$ cat src/rtl/branch_cc_unit_pkg.sv
// ---------------------------------------------------------------
// branch_cc_unit_pkg : Bicc cond codes, FSM states, CC bit indices
// Rev 1.0
// ---------------------------------------------------------------
`default_nettype none

package branch_cc_unit_pkg;

  localparam logic [3:0] COND_BN   = 4'b0000;
  localparam logic [3:0] COND_BE   = 4'b0001;
  localparam logic [3:0] COND_BLE  = 4'b0010;
  localparam logic [3:0] COND_BL   = 4'b0011;
  localparam logic [3:0] COND_BLEU = 4'b0100;
  localparam logic [3:0] COND_BCS  = 4'b0101;
  localparam logic [3:0] COND_BNEG = 4'b0110;
  localparam logic [3:0] COND_BVS  = 4'b0111;
  localparam logic [3:0] COND_BA   = 4'b1000;
  localparam logic [3:0] COND_BNE  = 4'b1001;
  localparam logic [3:0] COND_BG   = 4'b1010;
  localparam logic [3:0] COND_BGE  = 4'b1011;
  localparam logic [3:0] COND_BGU  = 4'b1100;
  localparam logic [3:0] COND_BCC  = 4'b1101;
  localparam logic [3:0] COND_BPOS = 4'b1110;
  localparam logic [3:0] COND_BVC  = 4'b1111;

  localparam int unsigned CC_N = 3;
  localparam int unsigned CC_Z = 2;
  localparam int unsigned CC_C = 1;
  localparam int unsigned CC_V = 0;

  typedef enum logic [0:0] {
    ST_IDLE = 1'b0,
    ST_SLOT = 1'b1
  } state_t;

endpackage

`default_nettype wire

$ cat src/rtl/branch_cc_unit_if.sv
// ---------------------------------------------------------------
// branch_cc_unit_if : pipeline <-> branch/CC unit signal bundle
// Rev 1.0
// ---------------------------------------------------------------
`default_nettype none

interface branch_cc_unit_if;

  logic        cc_we;
  logic        alu_n;
  logic        alu_z;
  logic        alu_c;
  logic        alu_v;
  logic        br_valid;
  logic        br_ready;
  logic [3:0]  br_cond;
  logic        br_annul;
  logic [31:0] br_target;
  logic        slot_valid;
  logic [3:0]  cc;
  logic        ci;
  logic        annul_slot;
  logic        redirect_valid;
  logic [31:0] redirect_pc;

  modport master (
    output cc_we, alu_n, alu_z, alu_c, alu_v,
    output br_valid, br_cond, br_annul, br_target, slot_valid,
    input  br_ready, cc, ci, annul_slot, redirect_valid, redirect_pc
  );

  modport slave (
    input  cc_we, alu_n, alu_z, alu_c, alu_v,
    input  br_valid, br_cond, br_annul, br_target, slot_valid,
    output br_ready, cc, ci, annul_slot, redirect_valid, redirect_pc
  );

endinterface

`default_nettype wire

$ cat src/rtl/branch_cc_unit_cond_eval.sv
// ---------------------------------------------------------------
// cond_eval : Bicc condition test against {N,Z,C,V}
// Rev 1.0
// ---------------------------------------------------------------
`default_nettype none

module cond_eval
  import branch_cc_unit_pkg::*;
(
  input  logic [3:0] cond,
  input  logic [3:0] flags,
  output logic       taken
);

  logic w_base;

  // cond[3] inverts the base test for every encoding, including never/always.
  always_comb begin
    w_base = 1'b0;
    unique case (cond[2:0])
      3'b000:  w_base = 1'b0;
      3'b001:  w_base = flags[CC_Z];
      3'b010:  w_base = flags[CC_Z] | (flags[CC_N] ^ flags[CC_V]);
      3'b011:  w_base = flags[CC_N] ^ flags[CC_V];
      3'b100:  w_base = flags[CC_C] | flags[CC_Z];
      3'b101:  w_base = flags[CC_C];
      3'b110:  w_base = flags[CC_N];
      3'b111:  w_base = flags[CC_V];
      default: w_base = 1'b0;
    endcase
    taken = w_base ^ cond[3];
  end

endmodule

`default_nettype wire

$ cat src/rtl/branch_cc_unit.sv
// ---------------------------------------------------------------
// branch_cc_unit : condition codes, Bicc resolve, delay-slot annul
// Rev 1.0
// ---------------------------------------------------------------
`default_nettype none

module branch_cc_unit
  import branch_cc_unit_pkg::*;
#(
  parameter logic [31:0] RESET_PC = 32'h0000_0000
) (
  input  logic               clk,
  input  logic               rst_n,
  branch_cc_unit_if.slave    bus
);

  state_t      state_q, state_d;
  logic [3:0]  cc_q, cc_d;
  logic        taken_q, taken_d;
  logic        annul_q, annul_d;
  logic [31:0] target_q, target_d;
  logic        redir_valid_q, redir_valid_d;
  logic [31:0] redir_pc_q, redir_pc_d;

  logic [3:0]  w_alu_flags;
  logic [3:0]  w_eval_flags;
  logic        w_taken;
  logic        w_accept;

  assign w_alu_flags  = {bus.alu_n, bus.alu_z, bus.alu_c, bus.alu_v};
  // Same-cycle flag write is forwarded so the branch sees the newest CC.
  assign w_eval_flags = bus.cc_we ? w_alu_flags : cc_q;
  assign w_accept     = bus.br_valid && (state_q == ST_IDLE);

  cond_eval u_cond_eval (
    .cond  (bus.br_cond),
    .flags (w_eval_flags),
    .taken (w_taken)
  );

  always_comb begin
    state_d       = state_q;
    cc_d          = bus.cc_we ? w_alu_flags : cc_q;
    taken_d       = taken_q;
    annul_d       = annul_q;
    target_d      = target_q;
    redir_valid_d = 1'b0;
    redir_pc_d    = redir_pc_q;
    unique case (state_q)
      ST_IDLE: begin
        if (w_accept) begin
          state_d  = ST_SLOT;
          taken_d  = w_taken;
          annul_d  = bus.br_annul & (~w_taken | (bus.br_cond == COND_BA));
          target_d = bus.br_target;
        end
      end
      ST_SLOT: begin
        if (bus.slot_valid) begin
          state_d = ST_IDLE;
          if (taken_q) begin
            redir_valid_d = 1'b1;
            redir_pc_d    = target_q;
          end
        end
      end
      default: state_d = ST_IDLE;
    endcase
  end

  always_ff @(posedge clk) begin
    if (!rst_n) begin
      state_q       <= ST_IDLE;
      cc_q          <= 4'b0000;
      taken_q       <= 1'b0;
      annul_q       <= 1'b0;
      target_q      <= 32'h0000_0000;
      redir_valid_q <= 1'b0;
      redir_pc_q    <= RESET_PC;
    end else begin
      state_q       <= state_d;
      cc_q          <= cc_d;
      taken_q       <= taken_d;
      annul_q       <= annul_d;
      target_q      <= target_d;
      redir_valid_q <= redir_valid_d;
      redir_pc_q    <= redir_pc_d;
    end
  end

  assign bus.br_ready       = (state_q == ST_IDLE);
  assign bus.cc             = cc_q;
  assign bus.ci             = cc_q[CC_C];
  assign bus.annul_slot     = (state_q == ST_SLOT) && annul_q;
  assign bus.redirect_valid = redir_valid_q;
  assign bus.redirect_pc    = redir_pc_q;

endmodule

`default_nettype wire

$ cat src/flat_wrapper.sv
// flat-port wrapper written by rule: the top's interface ports become plain ports
module branch_cc_unit_flat import branch_cc_unit_pkg::*;
#(
  parameter logic [31:0] RESET_PC = 32'h0000_0000
)
  (clk, rst_n, bus_cc_we, bus_alu_n, bus_alu_z, bus_alu_c, bus_alu_v, bus_br_valid, bus_br_cond, bus_br_annul, bus_br_target, bus_slot_valid, bus_br_ready, bus_cc, bus_ci, bus_annul_slot, bus_redirect_valid, bus_redirect_pc);
  branch_cc_unit_if bus_i ();
  input  logic clk;
  input  logic rst_n;
  input wire logic [$bits(bus_i.cc_we)-1:0] bus_cc_we;
  input wire logic [$bits(bus_i.alu_n)-1:0] bus_alu_n;
  input wire logic [$bits(bus_i.alu_z)-1:0] bus_alu_z;
  input wire logic [$bits(bus_i.alu_c)-1:0] bus_alu_c;
  input wire logic [$bits(bus_i.alu_v)-1:0] bus_alu_v;
  input wire logic [$bits(bus_i.br_valid)-1:0] bus_br_valid;
  input wire logic [$bits(bus_i.br_cond)-1:0] bus_br_cond;
  input wire logic [$bits(bus_i.br_annul)-1:0] bus_br_annul;
  input wire logic [$bits(bus_i.br_target)-1:0] bus_br_target;
  input wire logic [$bits(bus_i.slot_valid)-1:0] bus_slot_valid;
  output wire logic [$bits(bus_i.br_ready)-1:0] bus_br_ready;
  output wire logic [$bits(bus_i.cc)-1:0] bus_cc;
  output wire logic [$bits(bus_i.ci)-1:0] bus_ci;
  output wire logic [$bits(bus_i.annul_slot)-1:0] bus_annul_slot;
  output wire logic [$bits(bus_i.redirect_valid)-1:0] bus_redirect_valid;
  output wire logic [$bits(bus_i.redirect_pc)-1:0] bus_redirect_pc;
  assign bus_i.cc_we = bus_cc_we;
  assign bus_i.alu_n = bus_alu_n;
  assign bus_i.alu_z = bus_alu_z;
  assign bus_i.alu_c = bus_alu_c;
  assign bus_i.alu_v = bus_alu_v;
  assign bus_i.br_valid = bus_br_valid;
  assign bus_i.br_cond = bus_br_cond;
  assign bus_i.br_annul = bus_br_annul;
  assign bus_i.br_target = bus_br_target;
  assign bus_i.slot_valid = bus_slot_valid;
  assign bus_br_ready = bus_i.br_ready;
  assign bus_cc = bus_i.cc;
  assign bus_ci = bus_i.ci;
  assign bus_annul_slot = bus_i.annul_slot;
  assign bus_redirect_valid = bus_i.redirect_valid;
  assign bus_redirect_pc = bus_i.redirect_pc;
  branch_cc_unit #(.RESET_PC(RESET_PC)) u_core (.clk(clk), .rst_n(rst_n), .bus(bus_i));
endmodule
$ cat config.mk
export PLATFORM = sky130hd
export DESIGN_NAME = branch_cc_unit_flat
export DESIGN_NICKNAME = d
export VERILOG_FILES = /design/src/rtl/branch_cc_unit_pkg.sv /design/src/rtl/branch_cc_unit_if.sv /design/src/rtl/branch_cc_unit_cond_eval.sv /design/src/rtl/branch_cc_unit.sv /design/src/flat_wrapper.sv
export SDC_FILE = /design/constraint.sdc
export NUM_CORES = 1
export LEC_CHECK = 0
export ABC_AREA = 0
export ABC_CLOCK_PERIOD_IN_PS = 4600
export CORE_MARGIN = 2
export CORE_UTILIZATION = 30
export CTS_CLUSTER_SIZE = 16
export DETAILED_ROUTE_END_ITERATION = 8
export MAX_ROUTING_LAYER = met4
export SLEW_MARGIN = 5
export SYNTH_ARGS = -nofsm -noshare
export SYNTH_HDL_FRONTEND = slang
export SYNTH_HIERARCHICAL = 1
export SYNTH_SLANG_ARGS = --single-unit
$ cat constraint.sdc
create_clock -name clk -period 4.6 [get_ports clk]
set_clock_uncertainty 0.1 [all_clocks]
set_input_delay 0.69 -clock clk [delete_from_list [all_inputs] [get_ports clk]]
set_output_delay 0.69 -clock clk [all_outputs]
set_load 0.05 [all_outputs]
==> results.txt, run 1 <==
- Vias in the first global route: 2123
* Min Tclk post-route: 2.57 ns
* Share of layout cells above drive strength 1: 10.9%
- Path category of the worst min-delay check: reg2reg
- The library cell used most frequently in the layout, excluding fill and tap cells, is sky130_fd_sc_hd__nand2_1.
- After clock tree synthesis, the clock-pin slew on the worst setup and hold paths is 0.08 ns.
- Die Footprint: 10400 µm²
* Gp weighted congestion: 0.774
- Dividing total power by cell area gives a power density of 328 nW/µm².
- Aggregate negative setup slack: 0 ns
- Fraction of met1 tracks used by global routing: 15.4%
- Total detailed-routing wirelength: 6250 µm
- Syn-to-layout area delta: 37.5%
- The run finished with clean final reports.
* Die outline width: 102 µm
* GRT met3 Usage: 2.74%
- Static Leak: 1.37 nW
* Buffers inserted by post-CTS timing repair: 0
- Setup violations remaining at the end of the flow were counted as 0.
* Number of antenna violations at the first check in global routing: 0
* Met2 Resource Use GR: 19.7%
- The max-slew violation count is 0.
- For the worst-skew pair, the clock arrives at the later sink with an insertion delay of 0.34 ns.
- TritonRoute pass-1 iters: 4
- Required time of the critical path: 3.81 ns
- In this run the register-to-register setup slack is 2.74 ns.
* Kind of end point of the critical path: output port
- Summed over all layers, the global routing overflow is 0.
* Netlist Area Pre-Place: 2870 µm²
- Transition at the pin with the smallest max-transition slack: 1.03 ns
- Count of state elements after synthesis: 72
* Total Power: 1.29 mW
* Count of filler cells inserted in the layout: 973
* Max Cap Violations: 0
- CTS max path bufs: 2
- TritonCTS built the clock tree.
* Total number of vias: 2344
* Average footprint of a synthesized cell: 8.89 µm²
* Per-cell routed wire length: 11.7 µm
- Yosys printed 6 warnings.
- Area inside the core boundary: 9280 µm²
- In this run the vertical extent of the chip is 102 µm.
- Setup repair after global routing left no endpoint under its margin.
- After layout, the worst path uses 55.8% of the clock period.
* Sequential element share of the synthesized area: 50.2%
- In this run the tool buffered the top-level ports with 85 buffer cells.
- Cts bufs inserted: 9
- Most frequent cells in the layout: sky130_fd_sc_hd__nand2_1 (132), sky130_fd_sc_hd__clkdlybuf4s50_1 (84), sky130_fd_sc_hd__dfxtp_1 (72)
- At the end of the flow, the number of nets in the layout was 444.
* H-Tree Level Count: 3
- Across every metal layer, demand over resource in global routing totals 12.6%.
- Post-synthesis instance total: 323
- The first global-routing pass estimated 9830 µm of wire.
- Entering global routing, the biggest net connects 74 pins.
- Detailed placement finished with a half-perimeter wire length of 4000 µm.
* CTS Root Cell: sky130_fd_sc_hd__clkbuf_8
- The worst setup path is launched from a register.
* CTS sink cnt: 72
- The repair_antennas step left the layout with diodes totalling 0.
* Iter 0 DRT Violations: 62
* Starting Density: 30.9%
- CTS-repair resized insts: 0
- The setup path with the least slack is of type reg2out.
- Maximum frequency from static timing analysis: 0.389 GHz
- Headroom to the max-slew limit came out at 31.0%.
- Of all nets on the critical path, the largest fanout is 8.
- IR analysis of the VDD net gives a maximum drop of 0.126 mV.
- Net Count, Synth: 369
* Worst path arrival time: 1.78 ns
- For this run, design rule violations remaining after detail routing come to 0.
* Post-route ant nets: 0
- Via/cell ratio: 4.41
- Site row count: 35
* Top-level port count: 86
- Hold Buf Count CTS: 0
* Hold Fails Final Rpt: 0
- After synthesis, the netlist uses 25 different library cells.
- Most heavily used metal layer in global routing: met2
[final cells by class]
class | count | area, µm² | share of cell area [%]
sequential | 72 | 1440 | 36.5
inverter | 2 | 7.51 | 0.190
multi-input combinational | 225 | 1270 | 32.3
tap | 129 | 161 | 4.09
timing repair buffer | 88 | 868 | 22.0
clock inverter | 6 | 68.8 | 1.74
clock buffer | 10 | 128 | 3.23
[per-stage QoR]
step	instance area [µm²]	setup slack [ns]	std cells	util, %	hold slack [ns]
after floorplan	2870	2.55	323	-	0.331
after global placement	3750	1.88	516	40.4	0.336
after detailed placement	3750	1.82	516	40.4	0.346
after CTS	3950	2.00	532	42.5	0.351
after global routing	3950	1.93	532	42.5	0.363
final	3950	2.03	532	42.5	0.355
[path summary, 6_finish.rpt]
check,startpoint,endpoint,cells past startpoint
worst max-delay path,u_core/state_q$_SDFF_PN0_,bus_annul_slot,2
worst min-delay path,u_core/target_q[27]$_SDFFE_PN0P_,u_core/bus.redirect_pc[27]$_SDFFE_PN0P_,2
worst max register to register,u_core/state_q$_SDFF_PN0_,u_core/bus.redirect_pc[4]$_SDFFE_PN0P_,4
worst min register to register,u_core/target_q[27]$_SDFFE_PN0P_,u_core/bus.redirect_pc[27]$_SDFFE_PN0P_,2
[state kept, by name (all words and copies together), names as in the netlist]
name / flops
u_core/annul_q: 1
u_core/taken_q: 1
u_core/bus.redirect_valid: 1
u_core/state_q: 1
u_core/bus.redirect_pc: 32
u_core/bus.cc: 4
u_core/target_q: 32
[logic make-up (layout without fill, tap and decap cells)]
family                    count (synthesis)  after routing  synth area share, %
AOI/OAI and AO/OA                        74             74                 21.8
xor gates and xnor gates                  2              2                0.610
buffers and inverters                    26            106                 5.71
DFF                                      72             72                 50.2
muxes                                     5              5                 1.92
and+or+nand+nor                         144            144                 19.8
[synth_stat cells (all sizes together)]
library cell	n	area, µm²
a21boi	65	563
dfxtp	72	1440
a211oi	1	7.51
o41ai	1	8.76
nand2b	1	6.26
a21oi	3	15.0
a32o	1	10.0
and2	6	37.5
buf	17	130
nor2b	1	6.26
inv	2	7.51
o211a	1	10.0
nand3	2	10.0
clkbuf	7	26.3
o21ai	1	5.00
mux2	4	45.0
o211ai	1	7.51
mux2i	1	10.0
xnor2	2	17.5
nand2	132	495
and3	2	12.5
[critical path, stage by stage, from the launching register on]
cell and delay, ns:
sky130_fd_sc_hd__dfxtp_1 0.48, sky130_fd_sc_hd__and2_1 0.17, sky130_fd_sc_hd__clkdlybuf4s50_1 0.79
[routing by layer]
layer	vias up	wire length, µm
li1	1198	-
met1	1072	2920
met2	60	2950
met3	14	279
met4	0	102
met5	-	0
[power breakdown]
| group | switching, mW | internal (mW) |
|---|---|---|
| sequential | 0.0118 | 0.645 |
| combinational | 0.0690 | 0.0735 |
| clock | 0.243 | 0.252 |
No activity file was read; power rests on OpenSTA's default activity.
==> run 2: changes to the inputs <==
ABC_CLOCK_PERIOD_IN_PS = 2700   (was 4600)
clock period = 2.7 ns   (was 4.6 ns; I/O delays follow)
==> run 2 against run 1 <==
  * Sequential cell count stayed put
  * Count of clock-buffer cells in the layout up 1
  * First-iteration DRC count is 35% higher
  * Wire length is 0.14% higher
  * Worst hold slack got worse by 0.0027 ns
  * Cell area is 1.6% higher
  * Global-route usage up 0.39 points
  * Critical path depth stayed put
  * Critical path type unchanged
  * Sequential share of layout area down 0.59 points
  * Largest power group unchanged
==> results.txt, run 2 (synthesis gave the netlist of run 1 again) <==
- The clock net in this run drives a total of 72 sinks.
- 0 antenna diodes ended up in the layout.
- At the pin with the least slew margin, the transition time is 0.813 ns.
* Post-route ant nets: 0
- CTS-repair resized insts: 0
* Vias in the first global route: 2244
* Required time of the critical path: 2.19 ns
- The worst setup path is captured at an output port.
* Path category of the worst min-delay check: reg2reg
* Final-stage net count: 448
- Worst path arrival time: 1.80 ns
* Most frequent standard cell in the layout excluding fill and tap cells: sky130_fd_sc_hd__nand2_1
- Counting cells, the worst reg-to-reg path comes to 4.
- Summed over all cells, the static leakage comes to 1.42 nW.
- The tree is rooted in a sky130_fd_sc_hd__clkbuf_8.
- The count of buffers added on input and output ports is 85.
- Site row count: 35
* Final Core Density: 43.2%
- Die outline width: 102 µm
* Number of antenna violations at the first check in global routing: 0
- Die Footprint: 10400 µm²
- In this run the post-CTS setup repair buffer count came out at 0.
- Max Cap Violations: 0
- CTS tree: done
- Drc violations: 0
- Hold Buf Count CTS: 0
- Final Max Slew Viols: 0
- The largest single stage delay on the critical path is 0.80 ns.
- The final layout contains routed wiring with a total length of 6260 µm.
* Critical path type: reg2out
- Relative to the synthesized area, the layout overhead comes to 39.8%.
* Gp weighted congestion: 0.774
* Power per cell area: 555 nW/µm²
* Crit share post-route: 85.3%
- Iter 0 DRT Violations: 84
- Reg2reg setup slack: 0.89 ns
- Across the VDD grid, the largest voltage drop is 0.241 mV.
- Broken down by cell family, the worst path's largest delay share belongs to buffers and inverters.
* CP cell instances: and2_1 -> clkdlybuf4s50_1
- Source-to-sink clock delay at the later pin of the worst-skew pair: 0.33 ns
* Crit path buf inv count: 1
* Hold Fails Final Rpt: 0
- Aggregate negative setup slack: 0 ns
- Total number of vias: 2359
* Top-level port count: 86
- Setup repair after global routing left no endpoint under its margin.
- TritonRoute pass-1 iters: 4
- The first global-routing pass estimated 10200 µm of wire.
* Die height: 102 µm
- Share of layout cells above drive strength 1: 12.0%
* Worst-path clk slew: 0.08 ns
- Starting Density: 30.9%
- Critical-path cell with the highest stage delay: sky130_fd_sc_hd__clkdlybuf4s50_1
* Maximum number of pins on one net before global-route repair: 39
- CTS built an H-tree with a depth of 3.
- Buffers inserted during clock tree synthesis total 9.
- Critical path depth: 2
* Outcome: complete, no violations
- Summed over all nets, the half-perimeter wirelength after detailed placement is 4280 µm.
* Setup-violating endpoint count in the final report: 0
- Summed over all layers, the global routing overflow is 0.
- GRT Overall Usage: 13.0%
* Startpoint type of the worst setup path: register
- The worst pin sits at a relative slew slack of 45.8%.
* Per-cell routed wire length: 11.7 µm
- Maximum frequency from static timing analysis: 0.434 GHz
- In the routed layout, each cell is associated on average with a via count of 4.40.
- Along the worst hold path, the cell count comes to 2.
- In this run the deepest clock path goes through 2 buffers.
* Maximum fanout along the worst path: 8
* Min Tclk post-route: 2.30 ns
- Most frequent cells in the layout: sky130_fd_sc_hd__nand2_1 (132), sky130_fd_sc_hd__clkdlybuf4s50_1 (84), sky130_fd_sc_hd__dfxtp_1 (72)
- Area inside the core boundary: 9280 µm²
## run 2: cell types whose count changed in the layout (fill, tap and decap cells not counted), sizes merged
| cell | delta |
|---|---|
| clkinvlp | -2 |
| clkinv | +2 |
| buf | +4 |
| inv | -1 |
| clkbuf | +1 |
## run 2: area by class of cell
cell class	count	area, µm²
Fill cell	962	5270
Sequential cell	72	1440
Multi-Input combinational cell	225	1270
Timing Repair Buffer	92	923
Tap cell	129	161
Clock buffer	11	151
Clock inverter	5	55.1
Inverter	2	7.51
## run 2: final timing paths
kind | end | startpoint
setup / recovery | bus_annul_slot | u_core/state_q$_SDFF_PN0_
hold / removal | u_core/bus.redirect_pc[25]$_SDFFE_PN0P_ | u_core/target_q[25]$_SDFFE_PN0P_
setup reg to reg | u_core/target_q[21]$_SDFFE_PN0P_ | u_core/state_q$_SDFF_PN0_
hold reg to reg | u_core/bus.redirect_pc[25]$_SDFFE_PN0P_ | u_core/target_q[25]$_SDFFE_PN0P_
## run 2: per-layer routing
metal | vias to the layer above | part of all wire, % | track usage, %
li1 | 1201 | - | -
met1 | 1092 | 48 | 16.3
met2 | 58 | 46 | 20.3
met3 | 8 | 5.0 | 3.97
met4 | 0 | 0.98 | 3.69
met5 | - | 0 | -
## run 2: worst min-delay path: stages (launching register included)
cell and delay, ns:
sky130_fd_sc_hd__dfxtp_1 0.31, sky130_fd_sc_hd__nand2_1 0.05, sky130_fd_sc_hd__a21boi_1 0.05
## run 2: through the flow
stage          std cells  area (µm²)  worst slack [ns]  hold slack, ns  power, mW
2_1_floorplan        323        2870             0.805           0.331       1.29
5_1_grt              536        4020             0.316           0.362       2.35
3_3_place_gp         520        3810             0.265           0.336       1.40
4_1_cts              536        4020             0.372           0.354       2.28
6_report             536        4020             0.397           0.352       2.23
3_5_place_dp         520        3810             0.253           0.343       1.40
## run 2: power breakdown
group | internal, mW | switching, mW | leakage, nW | total, mW
sequential | 1.10 | 0.0198 | 0.586 | 1.12
combinational | 0.132 | 0.120 | 0.731 | 0.252
clock | 0.474 | 0.384 | 0.101 | 0.858
